<file path="src/rtl/clk_div_pkg.sv">
// Shared types and constants for the clock-divider scheduler.
// Holds the FSM encoding, the configuration record and the reset configuration.
package clk_div_pkg;

    localparam int CNT_W_DEF   = 8;
    localparam int BURST_W_DEF = 8;
    localparam int MIN_PERIOD  = 2;

    typedef enum logic [1:0] {
        IDLE,
        RUN,
        STOPPING
    } state_e;

    typedef struct packed {
        logic [CNT_W_DEF-1:0]   period;
        logic [CNT_W_DEF-1:0]   duty;
        logic [BURST_W_DEF-1:0] burst;
    } cfg_t;

    localparam cfg_t RESET_CFG = '{
        period: CNT_W_DEF'(2),
        duty:   CNT_W_DEF'(1),
        burst:  BURST_W_DEF'(0)
    };

    // A waveform needs at least one high and one low cycle per period.
    function automatic logic cfg_legal(input int unsigned period, input int unsigned duty);
        return (period >= MIN_PERIOD) && (duty >= 1) && (duty < period);
    endfunction

endpackage

</file>
<file path="src/rtl/clk_div_sched_if.sv">
// Configuration channel of the clock-divider scheduler (valid/ready handshake).
interface clk_div_sched_if
    import clk_div_pkg::*;
#(
    parameter int CNT_W   = CNT_W_DEF,
    parameter int BURST_W = BURST_W_DEF
);
    logic               cfg_valid;
    logic               cfg_ready;
    logic [CNT_W-1:0]   cfg_period;
    logic [CNT_W-1:0]   cfg_duty;
    logic [BURST_W-1:0] cfg_burst;

    modport master (
        output cfg_valid,
        output cfg_period,
        output cfg_duty,
        output cfg_burst,
        input  cfg_ready
    );

    modport slave (
        input  cfg_valid,
        input  cfg_period,
        input  cfg_duty,
        input  cfg_burst,
        output cfg_ready
    );
endinterface

</file>
<file path="src/rtl/clk_div_core.sv">
// Period/duty counter: produces the registered divided waveform, the period tick
// and a combinational wrap flag on the last cycle of each period.
module clk_div_core #(
    parameter int CNT_W = 8
) (
    input  logic             clk,
    input  logic             reset,
    input  logic [CNT_W-1:0] period,
    input  logic [CNT_W-1:0] duty,
    input  logic             enable,
    input  logic             clear,
    output logic             clk_out,
    output logic             tick,
    output logic             wrap
);
    localparam logic [CNT_W-1:0] ONE = CNT_W'(1);

    logic [CNT_W-1:0] cnt_q, cnt_d;
    logic             clk_out_q, clk_out_d;
    logic             tick_q, tick_d;

    assign wrap = enable && (cnt_q == period - ONE);

    // Outputs are computed from the next count so they line up with cnt_q.
    always_comb begin
        cnt_d = cnt_q;
        if (clear) begin
            cnt_d = '0;
        end else if (enable) begin
            cnt_d = wrap ? '0 : cnt_q + ONE;
        end
        clk_out_d = !clear && (cnt_d < duty);
        tick_d    = !clear && (cnt_d == '0);
    end

    // NOTE: sequential state uses non-blocking assignments so every flop samples pre-edge values.
    always_ff @(posedge clk) begin
        if (reset) begin
            cnt_q     <= '0;
            clk_out_q <= 1'b0;
            tick_q    <= 1'b0;
        end else begin
            cnt_q     <= cnt_d;
            clk_out_q <= clk_out_d;
            tick_q    <= tick_d;
        end
    end

    assign clk_out = clk_out_q;
    assign tick    = tick_q;

endmodule

</file>
<file path="src/rtl/clk_div_sched.sv">
// Clock-divider scheduler: FSM, configuration handshake with one pending slot,
// and burst counting around the clk_div_core period counter.
module clk_div_sched
    import clk_div_pkg::*;
#(
    parameter int CNT_W   = CNT_W_DEF,
    parameter int BURST_W = BURST_W_DEF
) (
    input  logic            clk,
    input  logic            reset,
    clk_div_sched_if.slave  cfg_if,
    input  logic            start,
    input  logic            stop,
    output logic            clk_out,
    output logic            tick,
    output logic            busy,
    output logic            done,
    output logic            cfg_err
);
    localparam logic [BURST_W-1:0] BONE = BURST_W'(1);

    state_e             state_q, state_d;
    logic [CNT_W-1:0]   per_q, per_d, duty_q, duty_d;
    logic [BURST_W-1:0] burst_q, burst_d;
    logic               pend_vld_q, pend_vld_d;
    logic [CNT_W-1:0]   pend_per_q, pend_per_d, pend_duty_q, pend_duty_d;
    logic [BURST_W-1:0] pend_burst_q, pend_burst_d;
    logic [BURST_W-1:0] pcnt_q, pcnt_d;
    logic               done_q, done_d;
    logic               cfg_err_q, cfg_err_d;

    logic cfg_ready, xfer, legal, burst_end, wrap, core_en, core_clr;

    assign cfg_ready        = (state_q == IDLE) || !pend_vld_q;
    assign cfg_if.cfg_ready = cfg_ready;
    assign xfer             = cfg_if.cfg_valid && cfg_ready;
    assign legal            = cfg_legal(32'(cfg_if.cfg_period), 32'(cfg_if.cfg_duty));
    assign burst_end        = (burst_q != '0) && (pcnt_q == burst_q - BONE);

    assign core_en  = (state_q != IDLE);
    assign core_clr = (state_d == IDLE);

    clk_div_core #(.CNT_W(CNT_W)) u_core (
        .clk     (clk),
        .reset   (reset),
        .period  (per_q),
        .duty    (duty_q),
        .enable  (core_en),
        .clear   (core_clr),
        .clk_out (clk_out),
        .tick    (tick),
        .wrap    (wrap)
    );

    always_comb begin
        // NOTE: every signal gets a default first so no branch can infer a latch.
        state_d      = state_q;
        per_d        = per_q;
        duty_d       = duty_q;
        burst_d      = burst_q;
        pend_vld_d   = pend_vld_q;
        pend_per_d   = pend_per_q;
        pend_duty_d  = pend_duty_q;
        pend_burst_d = pend_burst_q;
        pcnt_d       = pcnt_q;

        case (state_q)
            IDLE:     if (start) state_d = RUN;
            RUN: begin
                if (wrap && (stop || burst_end)) state_d = IDLE;
                else if (stop)                   state_d = STOPPING;
            end
            STOPPING: if (wrap) state_d = IDLE;
            default:  state_d = IDLE;
        endcase

        // Burst counting restarts whenever a new configuration takes over.
        if (state_q == IDLE) begin
            pcnt_d = '0;
        end else if (wrap) begin
            if (pend_vld_q)          pcnt_d = '0;
            else if (pcnt_q != '1)   pcnt_d = pcnt_q + BONE;
        end

        if (wrap && pend_vld_q) begin
            per_d      = pend_per_q;
            duty_d     = pend_duty_q;
            burst_d    = pend_burst_q;
            pend_vld_d = 1'b0;
        end

        // A transfer can only coincide with a busy wrap when the slot is empty.
        if (xfer && legal) begin
            if (state_q == IDLE || state_d == IDLE) begin
                per_d   = cfg_if.cfg_period;
                duty_d  = cfg_if.cfg_duty;
                burst_d = cfg_if.cfg_burst;
            end else begin
                pend_per_d   = cfg_if.cfg_period;
                pend_duty_d  = cfg_if.cfg_duty;
                pend_burst_d = cfg_if.cfg_burst;
                pend_vld_d   = 1'b1;
            end
        end

        done_d    = (state_q != IDLE) && (state_d == IDLE);
        cfg_err_d = xfer && !legal;
    end

    always_ff @(posedge clk) begin
        if (reset) begin
            state_q      <= IDLE;
            per_q        <= CNT_W'(RESET_CFG.period);
            duty_q       <= CNT_W'(RESET_CFG.duty);
            burst_q      <= BURST_W'(RESET_CFG.burst);
            pend_vld_q   <= 1'b0;
            pend_per_q   <= '0;
            pend_duty_q  <= '0;
            pend_burst_q <= '0;
            pcnt_q       <= '0;
            done_q       <= 1'b0;
            cfg_err_q    <= 1'b0;
        end else begin
            state_q      <= state_d;
            per_q        <= per_d;
            duty_q       <= duty_d;
            burst_q      <= burst_d;
            pend_vld_q   <= pend_vld_d;
            pend_per_q   <= pend_per_d;
            pend_duty_q  <= pend_duty_d;
            pend_burst_q <= pend_burst_d;
            pcnt_q       <= pcnt_d;
            done_q       <= done_d;
            cfg_err_q    <= cfg_err_d;
        end
    end

    assign busy    = (state_q != IDLE);
    assign done    = done_q;
    assign cfg_err = cfg_err_q;

endmodule

</file>
<file path="src/flat_wrapper.sv">
// flat-port wrapper written by rule: the top's interface ports become plain ports
module clk_div_sched_flat import clk_div_pkg::*;
#(
    parameter int CNT_W   = CNT_W_DEF,
    parameter int BURST_W = BURST_W_DEF
)
  (clk, reset, start, stop, clk_out, tick, busy, done, cfg_err, cfg_if_cfg_valid, cfg_if_cfg_period, cfg_if_cfg_duty, cfg_if_cfg_burst, cfg_if_cfg_ready);
  clk_div_sched_if #(.CNT_W(CNT_W), .BURST_W(BURST_W)) cfg_if_i ();
  input  logic clk;
  input  logic reset;
  input  logic start;
  input  logic stop;
  output logic clk_out;
  output logic tick;
  output logic busy;
  output logic done;
  output logic cfg_err;
  input wire logic [$bits(cfg_if_i.cfg_valid)-1:0] cfg_if_cfg_valid;
  input wire logic [$bits(cfg_if_i.cfg_period)-1:0] cfg_if_cfg_period;
  input wire logic [$bits(cfg_if_i.cfg_duty)-1:0] cfg_if_cfg_duty;
  input wire logic [$bits(cfg_if_i.cfg_burst)-1:0] cfg_if_cfg_burst;
  output wire logic [$bits(cfg_if_i.cfg_ready)-1:0] cfg_if_cfg_ready;
  assign cfg_if_i.cfg_valid = cfg_if_cfg_valid;
  assign cfg_if_i.cfg_period = cfg_if_cfg_period;
  assign cfg_if_i.cfg_duty = cfg_if_cfg_duty;
  assign cfg_if_i.cfg_burst = cfg_if_cfg_burst;
  assign cfg_if_cfg_ready = cfg_if_i.cfg_ready;
  clk_div_sched #(.CNT_W(CNT_W), .BURST_W(BURST_W)) u_core (.clk(clk), .reset(reset), .cfg_if(cfg_if_i), .start(start), .stop(stop), .clk_out(clk_out), .tick(tick), .busy(busy), .done(done), .cfg_err(cfg_err));
endmodule
</file>
<file path="config.mk">
export PLATFORM = sky130hd
export DESIGN_NAME = clk_div_sched_flat
export DESIGN_NICKNAME = d
export VERILOG_FILES = /design/src/rtl/clk_div_pkg.sv /design/src/rtl/clk_div_sched_if.sv /design/src/rtl/clk_div_core.sv /design/src/rtl/clk_div_sched.sv /design/src/flat_wrapper.sv
export SDC_FILE = /design/constraint.sdc
export NUM_CORES = 1
export LEC_CHECK = 0
export BUFFER_PORTS_ARGS = -buffer_cell sky130_fd_sc_hd__buf_2
export CELL_PAD_IN_SITES_DETAIL_PLACEMENT = 1
export CELL_PAD_IN_SITES_GLOBAL_PLACEMENT = 1
export CORE_AREA = 2 2 130 132
export DETAILED_ROUTE_END_ITERATION = 10
export DIE_AREA = 0 0 132 134
export GPL_TIMING_DRIVEN = 0
export PLACE_DENSITY = 0.52
export SLEW_MARGIN = 20
export SYNTH_ARGS = -nofsm -noshare
export SYNTH_HDL_FRONTEND = slang
export SYNTH_SLANG_ARGS = --single-unit
</file>
<file path="constraint.sdc">
create_clock -name clk -period 6.6 [get_ports clk]
set_input_delay 0 -clock clk [delete_from_list [all_inputs] [get_ports clk]]
set_output_delay 0 -clock clk [all_outputs]
set_load 0.01 [all_outputs]
</file>
==> results.sh, run 1 <==
export IMPL_cp_slowest_stage_delay_ns=0.46
export IMPL_h_tree_depth=3
export IMPL_dp_cells=762
export IMPL_yosys_warnings=0
export IMPL_regArea_sq_mm=0.00142
export IMPL_synth_top_area_cell="dfxtp_1"
export IMPL_netlist_area_leader_share_pct=32.8
export IMPL_nNetsFinal=625
export IMPL_period_needed_ns=4.41
export IMPL_hold_viol=1
export IMPL_ys_top_cells_by_count="dfxtp_1 (71), nor2_1 (56), mux2i_1 (49), a21oi_1 (38), inv_1 (28)"
export IMPL_critPathLaunchType="flop"
export IMPL_r2r_end="u_core.u_core.clk_out"
export IMPL_fp_dieH_microns=134
export IMPL_num_rows=47
export IMPL_cts_sinks=71
export IMPL_grt_max_degree=12
export IMPL_hold_path_depth=3
export IMPL_synth_area_per_cell_sq_um=8.53
export IMPL_area_delta_synth_final_pct=22.9
export IMPL_rsz0062_at_grt="false"
export IMPL_tritoncts="yes"
export IMPL_synth_edf_count=0
export IMPL_wire_per_inst_microns=16.9
export IMPL_required_ns=6.79
export IMPL_stdcell_count=802
export IMPL_yosysSeqAreaShare_pct=32.8
export IMPL_grt_util_all_layers_pct=16.0
export IMPL_grt_pass1_wl_microns=22100
export IMPL_ys_flop_type="dfxtp_1"
export IMPL_fmax_mhz=227
export IMPL_tns_ns=0
export IMPL_multi_input_area_sq_mm=0.00260
export IMPL_cts_buffer_depth=2
export IMPL_worstSkewPairLatency_ns=0.34
export IMPL_port_buffers=34
export IMPL_status="complete, but fails checks"
export IMPL_timing_rr_start="u_core.per_q[0]"
export IMPL_maxCapViolCount=0
export IMPL_pin_count=35
export IMPL_layout_drive_gt1_share_pct=13.1
export IMPL_ir_drop_uv=119
export IMPL_slew_violations=0
export IMPL_gp_congestion=0.771
export IMPL_drt_wl_total_microns=13600
export IMPL_cts_root_buf="clkbuf_16"
export IMPL_finClkSkew_ns=0.00683
export IMPL_drtIter0Drc=189
export IMPL_synth_most_common_cell="dfxtp_1"
export IMPL_num_antenna_cells=0
export IMPL_path_max_fanout=10
export IMPL_cts_made_buffers=9
export IMPL_synth_nets=555
export IMPL_crit_type="reg2reg"
export IMPL_r2r_cells=18
export IMPL_endpoint_kind="flop"
export IMPL_synth_area_top_cells="dfxtp_1 (33%), mux2i_1 (11%), ha_1 (5.2%), nor2_1 (4.8%), a21oi_1 (4.4%)"
export IMPL_critPathSlowestCell="a311oi_2"
export IMPL_post_route_period_util_pct=66.9
export IMPL_worstPathArrival_ns=4.60
export IMPL_max_slew_margin_pct=39.5
export IMPL_clk_pin_slew_ns=0.06
export IMPL_vias=3900
export IMPL_power_density_mw_per_mm2=230
export IMPL_antenna_left=0
export IMPL_tightest_slew_ns=0.895
export IMPL_ys_seq_elements=71
export IMPL_synth_area_sq_mm=0.00434
export IMPL_worstHoldStart="cfg_if_cfg_period[1]"
export IMPL_overflow=0
export IMPL_antenna_found_initial=0
export IMPL_synth_cell_types=57
export IMPL_nFillCells=1954
export IMPL_synthArstFlopShare_pct=0
export IMPL_postCtsSetupRepairBufs=0
export IMPL_dp_hpwl_microns=10300
export IMPL_start_util_pct=26.6
export IMPL_whs_ns=-0.00530
export IMPL_first_pass_iters=4
export IMPL_setup_viol=0
export IMPL_avgViaCountPerCell=4.86
export IMPL_violations="negative hold slack"
export IMPL_p_leak_nw=2.13
export IMPL_cts_repair_resized=0
export IMPL_core_sq_mm=0.0163
export IMPL_r2r_setup_slack_ns=2.19
export IMPL_crit_chain="clkbuf_1 > inv_1 > ha_1 > clkbuf_1 > o21bai_1 > a211oi_1 > o21bai_1 > a311oi_2 > buf_2 > mux2i_1 > a21oi_1 > nor2_1 > ha_1 > a21oi_1 > nor2b_1 > o21ai_0 > o21ai_0 > nor4_1"
export IMPL_synthCells=508
export IMPL_fp_dieW_microns=132
export IMPL_grt_pass1_vias=4003
export IMPL_die_area_sq_mm=0.0177
export IMPL_hp_class="in2reg"
export IMPL_drcViolationCount=0
export IMPL_min_to="u_core.pend_per_q[1]"
## how the worst max path moves through the flow
stage                    startpoint                    end  slack, ns  cells past startpoint
floorplan           u_core.per_q[0]  u_core.u_core.clk_out       3.26                     17
global route        u_core.per_q[0]  u_core.u_core.clk_out       1.81                     18
finish              u_core.per_q[0]  u_core.u_core.clk_out       2.19                     18
global placement    u_core.per_q[0]  u_core.u_core.clk_out       2.22                     18
CTS                 u_core.per_q[0]  u_core.u_core.clk_out       2.21                     18
detailed placement  u_core.per_q[0]  u_core.u_core.clk_out       2.25                     18
## per-layer routing
metal	wire length (microns)	GRT usage (%)
met1	6580	20.9
met2	6440	27.0
met3	314	2.38
met4	241	5.56
met5	0	0
## where the power goes
part / total [mW] / switching (mW) / internal, mW
logic: 0.254 / 0.150 / 0.104
clock network: 0.500 / 0.189 / 0.311
registers: 0.472 / 0.0196 / 0.452
total: 1.23 / 0.359 / 0.866
## sequential cells by signal (all words and copies together), names as in the netlist
register	flops
u_core.burst_q	8
u_core.cfg_err	1
u_core.done	1
u_core.duty_q	8
u_core.pcnt_q	8
u_core.pend_burst_q	8
u_core.pend_duty_q	8
u_core.pend_per_q	8
u_core.pend_vld_q	1
u_core.per_q	8
u_core.state_q	2
u_core.u_core.clk_out	1
u_core.u_core.cnt_q	8
u_core.u_core.tick	1
## cell type report
class | count | area share (%)
Multi-Input combinational cell | 372 | 48.7
Timing Repair Buffer | 59 | 7.89
Clock inverter | 3 | 0.798
Clock buffer | 12 | 4.81
Tap cell | 220 | 5.16
Inverter | 29 | 2.04
Buffer | 36 | 3.92
Sequential cell | 71 | 26.7
## critical path: cells and delay by family, from the launching register on
kind | cells | cell delay [ns]
AOI/OAI and AO/OA | 8 | 1.78
adders and majority gates | 2 | 0.53
buffers and inverters | 4 | 0.89
DFF | 1 | 0.30
muxes | 1 | 0.10
and+or+nand+nor | 3 | 0.61
## repair_timing
item / CTS / global route
endpoints found under the hold margin: 45 / 0
hold buffers: 25 / 0
endpoints found under the setup margin: 0 / 0
## kinds of logic after synthesis
kind of cell	after synthesis	synth area share, %
simple gates	161	19.0
fa+ha+maj	18	5.19
compound gates	113	18.1
buf+inv	65	7.33
xor+xnor	30	6.06
mux	50	11.6
flops	71	32.8
## placed cells by master, fill, tap and decap left out, types with 3 or more instances in the layout
| master | instances |
|---|---|
| nor4_1 | 7 |
| a211oi_1 | 4 |
| nand3_1 | 24 |
| a21o_1 | 20 |
| xor2_1 | 12 |
| nor3b_1 | 3 |
| nor3_1 | 17 |
| inv_1 | 28 |
| a21oi_1 | 38 |
| mux2i_1 | 49 |
| nand4_1 | 8 |
| a31oi_1 | 4 |
| buf_4 | 3 |
| buf_2 | 40 |
| o21ai_0 | 12 |
| buf_6 | 3 |
| a211o_1 | 6 |
| and3_1 | 3 |
| nor2_1 | 56 |
| dlygate4sd3_1 | 25 |
| o31ai_1 | 10 |
| ha_1 | 18 |
| o21a_1 | 3 |
| dfxtp_1 | 71 |
| nand2_1 | 18 |
| nor2b_1 | 4 |
| clkbuf_16 | 9 |
| xnor2_1 | 18 |
| clkbuf_1 | 23 |
| nand2b_1 | 4 |
## per-stage QoR
stage / total power, mW / area, sq um / setup slack (ns) / hold slack, ns / utilization (%)
floorplan: 0.647 / 4340 / 3.26 / 0.144 / -
global placement: 0.718 / 4780 / 2.22 / 0.247 / 29.3
detailed placement: 0.725 / 4780 / 2.25 / 0.261 / 29.3
CTS: 1.24 / 5330 / 2.21 / 0.00182 / 32.7
global route: 1.29 / 5330 / 1.81 / 0.0276 / 32.7
finish: 1.23 / 5330 / 2.19 / -0.00530 / 32.7
Power figures use the tool's default switching activity.
==> inputs of run 2 (changes only) <==
--- a/config.mk
+++ b/config.mk
@@ -12,7 +12,7 @@
 export DETAILED_ROUTE_END_ITERATION = 10
 export DIE_AREA = 0 0 132 134
 export GPL_TIMING_DRIVEN = 0
-export PLACE_DENSITY = 0.52
+export PLACE_DENSITY = 0.54
 export SLEW_MARGIN = 20
 export SYNTH_ARGS = -nofsm -noshare
 export SYNTH_HDL_FRONTEND = slang
==> constraint.sdc (replaced) <==
create_clock -name clk -period 3.9 [get_ports clk]
set_input_delay 0 -clock clk [delete_from_list [all_inputs] [get_ports clk]]
set_output_delay 0 -clock clk [all_outputs]
set_load 0.01 [all_outputs]
==> run 2 against run 1 <==
- the flow now finishes without violations
- first-iteration DRC count down 24%
- utilization up 0.80 points
- non-clock buffer count up 1
- via count down 0.72%
- worst hold slack better by 0.20 ns
- clock power up 110%
- largest cell class unchanged
- largest power group unchanged
==> results.sh, run 2 (synthesis results as in run 1) <==
export IMPL_status="complete, no violations"
export IMPL_endpoint_kind="flop"
export IMPL_avgViaCountPerCell=4.82
export IMPL_max_slew_margin_pct=42.7
export IMPL_dp_hpwl_microns=10200
export IMPL_critPathLaunchType="flop"
export IMPL_slew_violations=0
export IMPL_layout_drive_gt1_share_pct=14.2
export IMPL_multi_input_area_sq_mm=0.00262
export IMPL_whs_ns=0.193
export IMPL_fp_dieH_microns=134
export IMPL_power_density_mw_per_mm2=421
export IMPL_regArea_sq_mm=0.00142
export IMPL_core_sq_mm=0.0163
export IMPL_grt_util_all_layers_pct=16.0
export IMPL_path_max_fanout=10
export IMPL_fmax_mhz=274
export IMPL_nNetsFinal=626
export IMPL_cts_root_buf="clkbuf_16"
export IMPL_pin_count=35
export IMPL_tns_ns=0
export IMPL_finClkSkew_ns=0.00650
export IMPL_port_buffers=34
export IMPL_required_ns=4.14
export IMPL_critPathSlowestCell="dfxtp_2"
export IMPL_post_route_period_util_pct=93.7
export IMPL_rsz0062_at_grt="false"
export IMPL_path_common_cell="o21ai_0"
export IMPL_grt_pass1_wl_microns=21900
export IMPL_layout_commonest_cell="dfxtp_1"
export IMPL_vias=3872
export IMPL_start_util_pct=26.6
export IMPL_timing_rr_start="u_core.per_q[0]"
export IMPL_hp_class="in2reg"
export IMPL_final_cell_mix="dfxtp_1 (70), nor2_1 (56), mux2i_1 (49)"
export IMPL_h_tree_depth=3
export IMPL_first_pass_iters=4
export IMPL_cp_top_family="compound AO/OA/AOI/OAI gates"
export IMPL_p_leak_nw=2.18
export IMPL_worst_path_buf_inv=3
export IMPL_cp_slowest_stage_delay_ns=0.41
export IMPL_cts_sinks=71
export IMPL_stdcell_count=804
export IMPL_hold_viol=0
export IMPL_num_rows=47
export IMPL_cts_made_buffers=9
export IMPL_setup_viol=0
export IMPL_tritoncts="yes"
export IMPL_drt_wl_total_microns=13600
export IMPL_wire_per_inst_microns=16.9
export IMPL_drtIter0Drc=143
export IMPL_period_needed_ns=3.65
export IMPL_worstHoldStart="start"
export IMPL_antenna_left=0
export IMPL_overflow=0
export IMPL_antenna_found_initial=0
export IMPL_gp_congestion=0.785
export IMPL_ir_drop_uv=190
export IMPL_final_util_pct=33.5
export IMPL_num_antenna_cells=0
export IMPL_grt_max_degree=13
export IMPL_fp_dieW_microns=132
export IMPL_tightest_slew_ns=0.848
export IMPL_maxCapViolCount=0
export IMPL_crit_chain="inv_1 > ha_1 > o21bai_1 > a211oi_1 > o21bai_1 > a311oi_4 > buf_6 > clkbuf_4 > o21ai_0 > a21oi_1 > nor2b_1 > ha_1 > a21oi_1 > nor2b_1 > o21ai_0 > o21ai_0 > nor4_2"
export IMPL_total_power_mw=2.30
export IMPL_worstPathArrival_ns=3.89
export IMPL_grt_pass1_vias=3994
export IMPL_drcViolationCount=0
export IMPL_worstSkewPairLatency_ns=0.35
export IMPL_area_delta_synth_final_pct=25.9
export IMPL_clk_pin_slew_ns=0.06
export IMPL_startpoint="u_core.per_q[0]"
export IMPL_nFillCells=1943
export IMPL_die_area_sq_mm=0.0177
export IMPL_dp_cells=762
export IMPL_crit_type="reg2reg"
export IMPL_cts_buffer_depth=2
## run 2: report_power, final
group	switching, mW	leakage [nW]	internal, mW	total, mW
logic	0.257	1.42	0.182	0.439
registers	0.0347	0.578	0.765	0.800
clock network	0.337	0.182	0.724	1.06
## run 2: cell type report
type	count	share of cell area, %
Sequential cell	71	26.1
Tap cell	220	5.04
Timing Repair Buffer	62	8.16
Buffer	34	3.85
Clock buffer	11	4.63
Inverter	29	1.99
Multi-Input combinational cell	372	47.9
Clock inverter	5	2.34
## run 2: path summary, 6_finish.rpt
path	endpoint	slack (ns)	cells after the start
min reg2reg	u_core.pend_per_q[7]	0.49	2
min	u_core.state_q[0]	0.19	4
max	u_core.u_core.clk_out	0.25	17
max reg2reg	u_core.u_core.clk_out	0.25	17
## run 2: worst min-delay path, stage by stage
cell and delay [ns]:
buf_2 0.13, inv_1 0.11, mux2_2 0.21, nor4_1 0.05
## run 2: per-layer routing
| metal | wire [microns] | part of all wire (%) | track usage, % | vias to the layer above |
|---|---|---|---|---|
| met5 | 0 | 0 | 0 | - |
| met4 | 207 | 1.5 | 5.62 | 0 |
| met3 | 464 | 3.4 | 2.61 | 13 |
| met2 | 6410 | 47 | 26.4 | 56 |
| met1 | 6480 | 48 | 21.1 | 1858 |
| li1 | - | - | - | 1945 |
## run 2: metrics by stage
stage / worst slack, ns / area, sq um
floorplan: 0.563 / 4340
global placement: -0.504 / 4780
detailed placement: -0.478 / 4780
CTS: 0.0405 / 5450
global route: 0.0348 / 5460
finish: 0.245 / 5460
## run 2: timing repair
item | CTS | global route
endpoints found under the setup margin | 1 | 1
endpoints found under the hold margin | 46 | 0
hold buffers | 26 | 0
pin swaps | 1 | 2
setup buffers | 1 | 1
resized for setup | 5 | 3
==> inputs of run 3 (changes only) <==
--- a/config.mk
+++ b/config.mk
@@ -8,10 +8,9 @@
 export BUFFER_PORTS_ARGS = -buffer_cell sky130_fd_sc_hd__buf_2
 export CELL_PAD_IN_SITES_DETAIL_PLACEMENT = 1
 export CELL_PAD_IN_SITES_GLOBAL_PLACEMENT = 1
-export CORE_AREA = 2 2 130 132
+export CORE_AREA = 2 2 145 119
 export DETAILED_ROUTE_END_ITERATION = 10
-export DIE_AREA = 0 0 132 134
-export GPL_TIMING_DRIVEN = 0
+export DIE_AREA = 0 0 147 121
 export PLACE_DENSITY = 0.54
 export SLEW_MARGIN = 20
 export SYNTH_ARGS = -nofsm -noshare
==> run 3 against run 2 <==
- worst hold slack worse by 0.19 ns
- flip-flop and latch count unchanged
- global-route usage fell by 0.48 points
- clock power shrank 27%
- sequential power is 1% higher
- non-clock buffer count down 28
- utilization shrank 1.8 points
- die area grew 0.56%
- critical path type unchanged
- critical endpoint unchanged
==> results.sh, run 3 (synthesis results as in run 1) <==
export IMPL_status="complete, no violations"
export IMPL_fp_dieW_microns=147
export IMPL_start_util_pct=26.6
export IMPL_fmax_mhz=281
export IMPL_endpoint_kind="flop"
export IMPL_vias=3787
export IMPL_critPathSlowestCell="dfxtp_1"
export IMPL_grt_max_degree=43
export IMPL_cp_top_family="compound AO/OA/AOI/OAI gates"
export IMPL_grt_util_all_layers_pct=15.5
export IMPL_avgViaCountPerCell=4.88
export IMPL_drcViolationCount=0
export IMPL_final_cell_mix="dfxtp_1 (71), nor2_1 (56), mux2i_1 (49)"
export IMPL_hold_viol=0
export IMPL_layout_drive_gt1_share_pct=12.9
export IMPL_worst_path_buf_inv=2
export IMPL_core_sq_mm=0.0163
export IMPL_layout_commonest_cell="dfxtp_1"
export IMPL_cts_repair_resized=0
export IMPL_die_area_sq_mm=0.0178
export IMPL_setup_viol=0
export IMPL_first_pass_iters=4
export IMPL_nNetsFinal=598
export IMPL_pin_count=35
export IMPL_period_needed_ns=3.55
export IMPL_fp_dieH_microns=121
export IMPL_power_density_mw_per_mm2=384
export IMPL_crit_type="reg2reg"
export IMPL_wire_per_inst_microns=16.8
export IMPL_cp_slowest_stage_delay_ns=0.47
export IMPL_cts_root_buf="clkbuf_16"
export IMPL_drt_wl_total_microns=13100
export IMPL_post_route_period_util_pct=91.1
export IMPL_maxCapViolCount=0
export IMPL_grt_pass1_vias=3867
export IMPL_antenna_found_initial=0
export IMPL_num_antenna_cells=0
export IMPL_p_leak_nw=2.05
export IMPL_worstPathArrival_ns=3.80
export IMPL_ir_drop_uv=227
export IMPL_cts_buffer_depth=2
export IMPL_grt_pass1_wl_microns=21300
export IMPL_hp_class="in2reg"
export IMPL_tightest_slew_ns=0.858
export IMPL_drtIter0Drc=173
export IMPL_path_max_fanout=20
export IMPL_gp_congestion=0.792
export IMPL_worstSkewPairLatency_ns=0.35
export IMPL_stdcell_count=776
export IMPL_area_delta_synth_final_pct=19.1
export IMPL_critPathLaunchType="flop"
export IMPL_crit_chain="inv_1 > ha_1 > o21bai_1 > a211oi_1 > o21bai_1 > a311oi_2 > buf_4 > nand2_1 > o21a_1 > nor2b_1 > ha_1 > a21oi_1 > nor2b_1 > o21ai_0 > o21ai_0 > nor4_1"
export IMPL_antenna_left=0
export IMPL_num_rows=42
export IMPL_dp_hpwl_microns=9490
export IMPL_slew_violations=0
export IMPL_cts_made_buffers=9
export IMPL_clk_pin_slew_ns=0.06
export IMPL_cts_sinks=71
export IMPL_required_ns=4.15
export IMPL_rsz0062_at_grt="false"
export IMPL_port_buffers=34
export IMPL_max_slew_margin_pct=42.8
export IMPL_tns_ns=0
export IMPL_h_tree_depth=3
export IMPL_tritoncts="yes"
export IMPL_nFillCells=1970
export IMPL_dp_cells=735
export IMPL_overflow=0
export IMPL_finClkSkew_ns=0.00835
run 3: layout make-up:
| type | count | area, sq um | area share (%) |
|---|---|---|---|
| Multi-Input combinational cell | 372 | 2600 | 50.4 |
| Clock buffer | 11 | 233 | 4.51 |
| Tap cell | 220 | 275 | 5.33 |
| Sequential cell | 71 | 1420 | 27.5 |
| Inverter | 29 | 109 | 2.11 |
| Timing Repair Buffer | 68 | 488 | 9.45 |
| Clock inverter | 5 | 35.0 | 0.679 |
run 3: timing repair:
action / in CTS / in global routing
hold buffers: 25 / 0
endpoints found under the hold margin: 46 / 0
buffers inserted: 0 / 0
run 3: where the power goes:
group / switching [mW] / total (mW) / internal [mW]
clock network: 0.344 / 0.775 / 0.431
registers: 0.0445 / 0.809 / 0.765
logic: 0.234 / 0.399 / 0.164
run 3: final timing paths:
| path | start | endpoint | slack, ns | depth (start not counted) |
|---|---|---|---|---|
| min reg2reg | u_core.pend_duty_q[4] | u_core.pend_duty_q[4] | 0.50 | 2 |
| max | u_core.per_q[0] | u_core.u_core.clk_out | 0.35 | 16 |
| max reg2reg | u_core.per_q[0] | u_core.u_core.clk_out | 0.35 | 16 |
| min | cfg_if_cfg_period[1] | u_core.pend_per_q[1] | 0.005 | 3 |
run 3: routing by layer:
metal	up-vias	wire length, microns	track usage (%)
met2	57	5580	23.1
met4	0	180	3.85
li1	1889	-	-
met1	1830	6900	22.3
met3	11	400	3.91
met5	-	0	0
run 3: per-stage QoR:
stage	setup WS [ns]	area [sq um]	hold WS [ns]	power, mW	utilization, %
2_1_floorplan	0.563	4340	0.144	1.09	-
3_3_place_gp	0.570	4640	0.246	1.19	28.5
3_5_place_dp	0.416	4640	0.261	1.21	28.5
4_1_cts	0.377	5160	0.0000165	2.01	31.7
5_1_grt	0.0341	5160	0.00506	2.09	31.7
6_report	0.346	5160	0.00451	1.98	31.7
run 3: worst min-delay path, stage by stage:
cell and delay (ns):
buf_2 0.15, mux2i_1 0.08, nor2_1 0.08
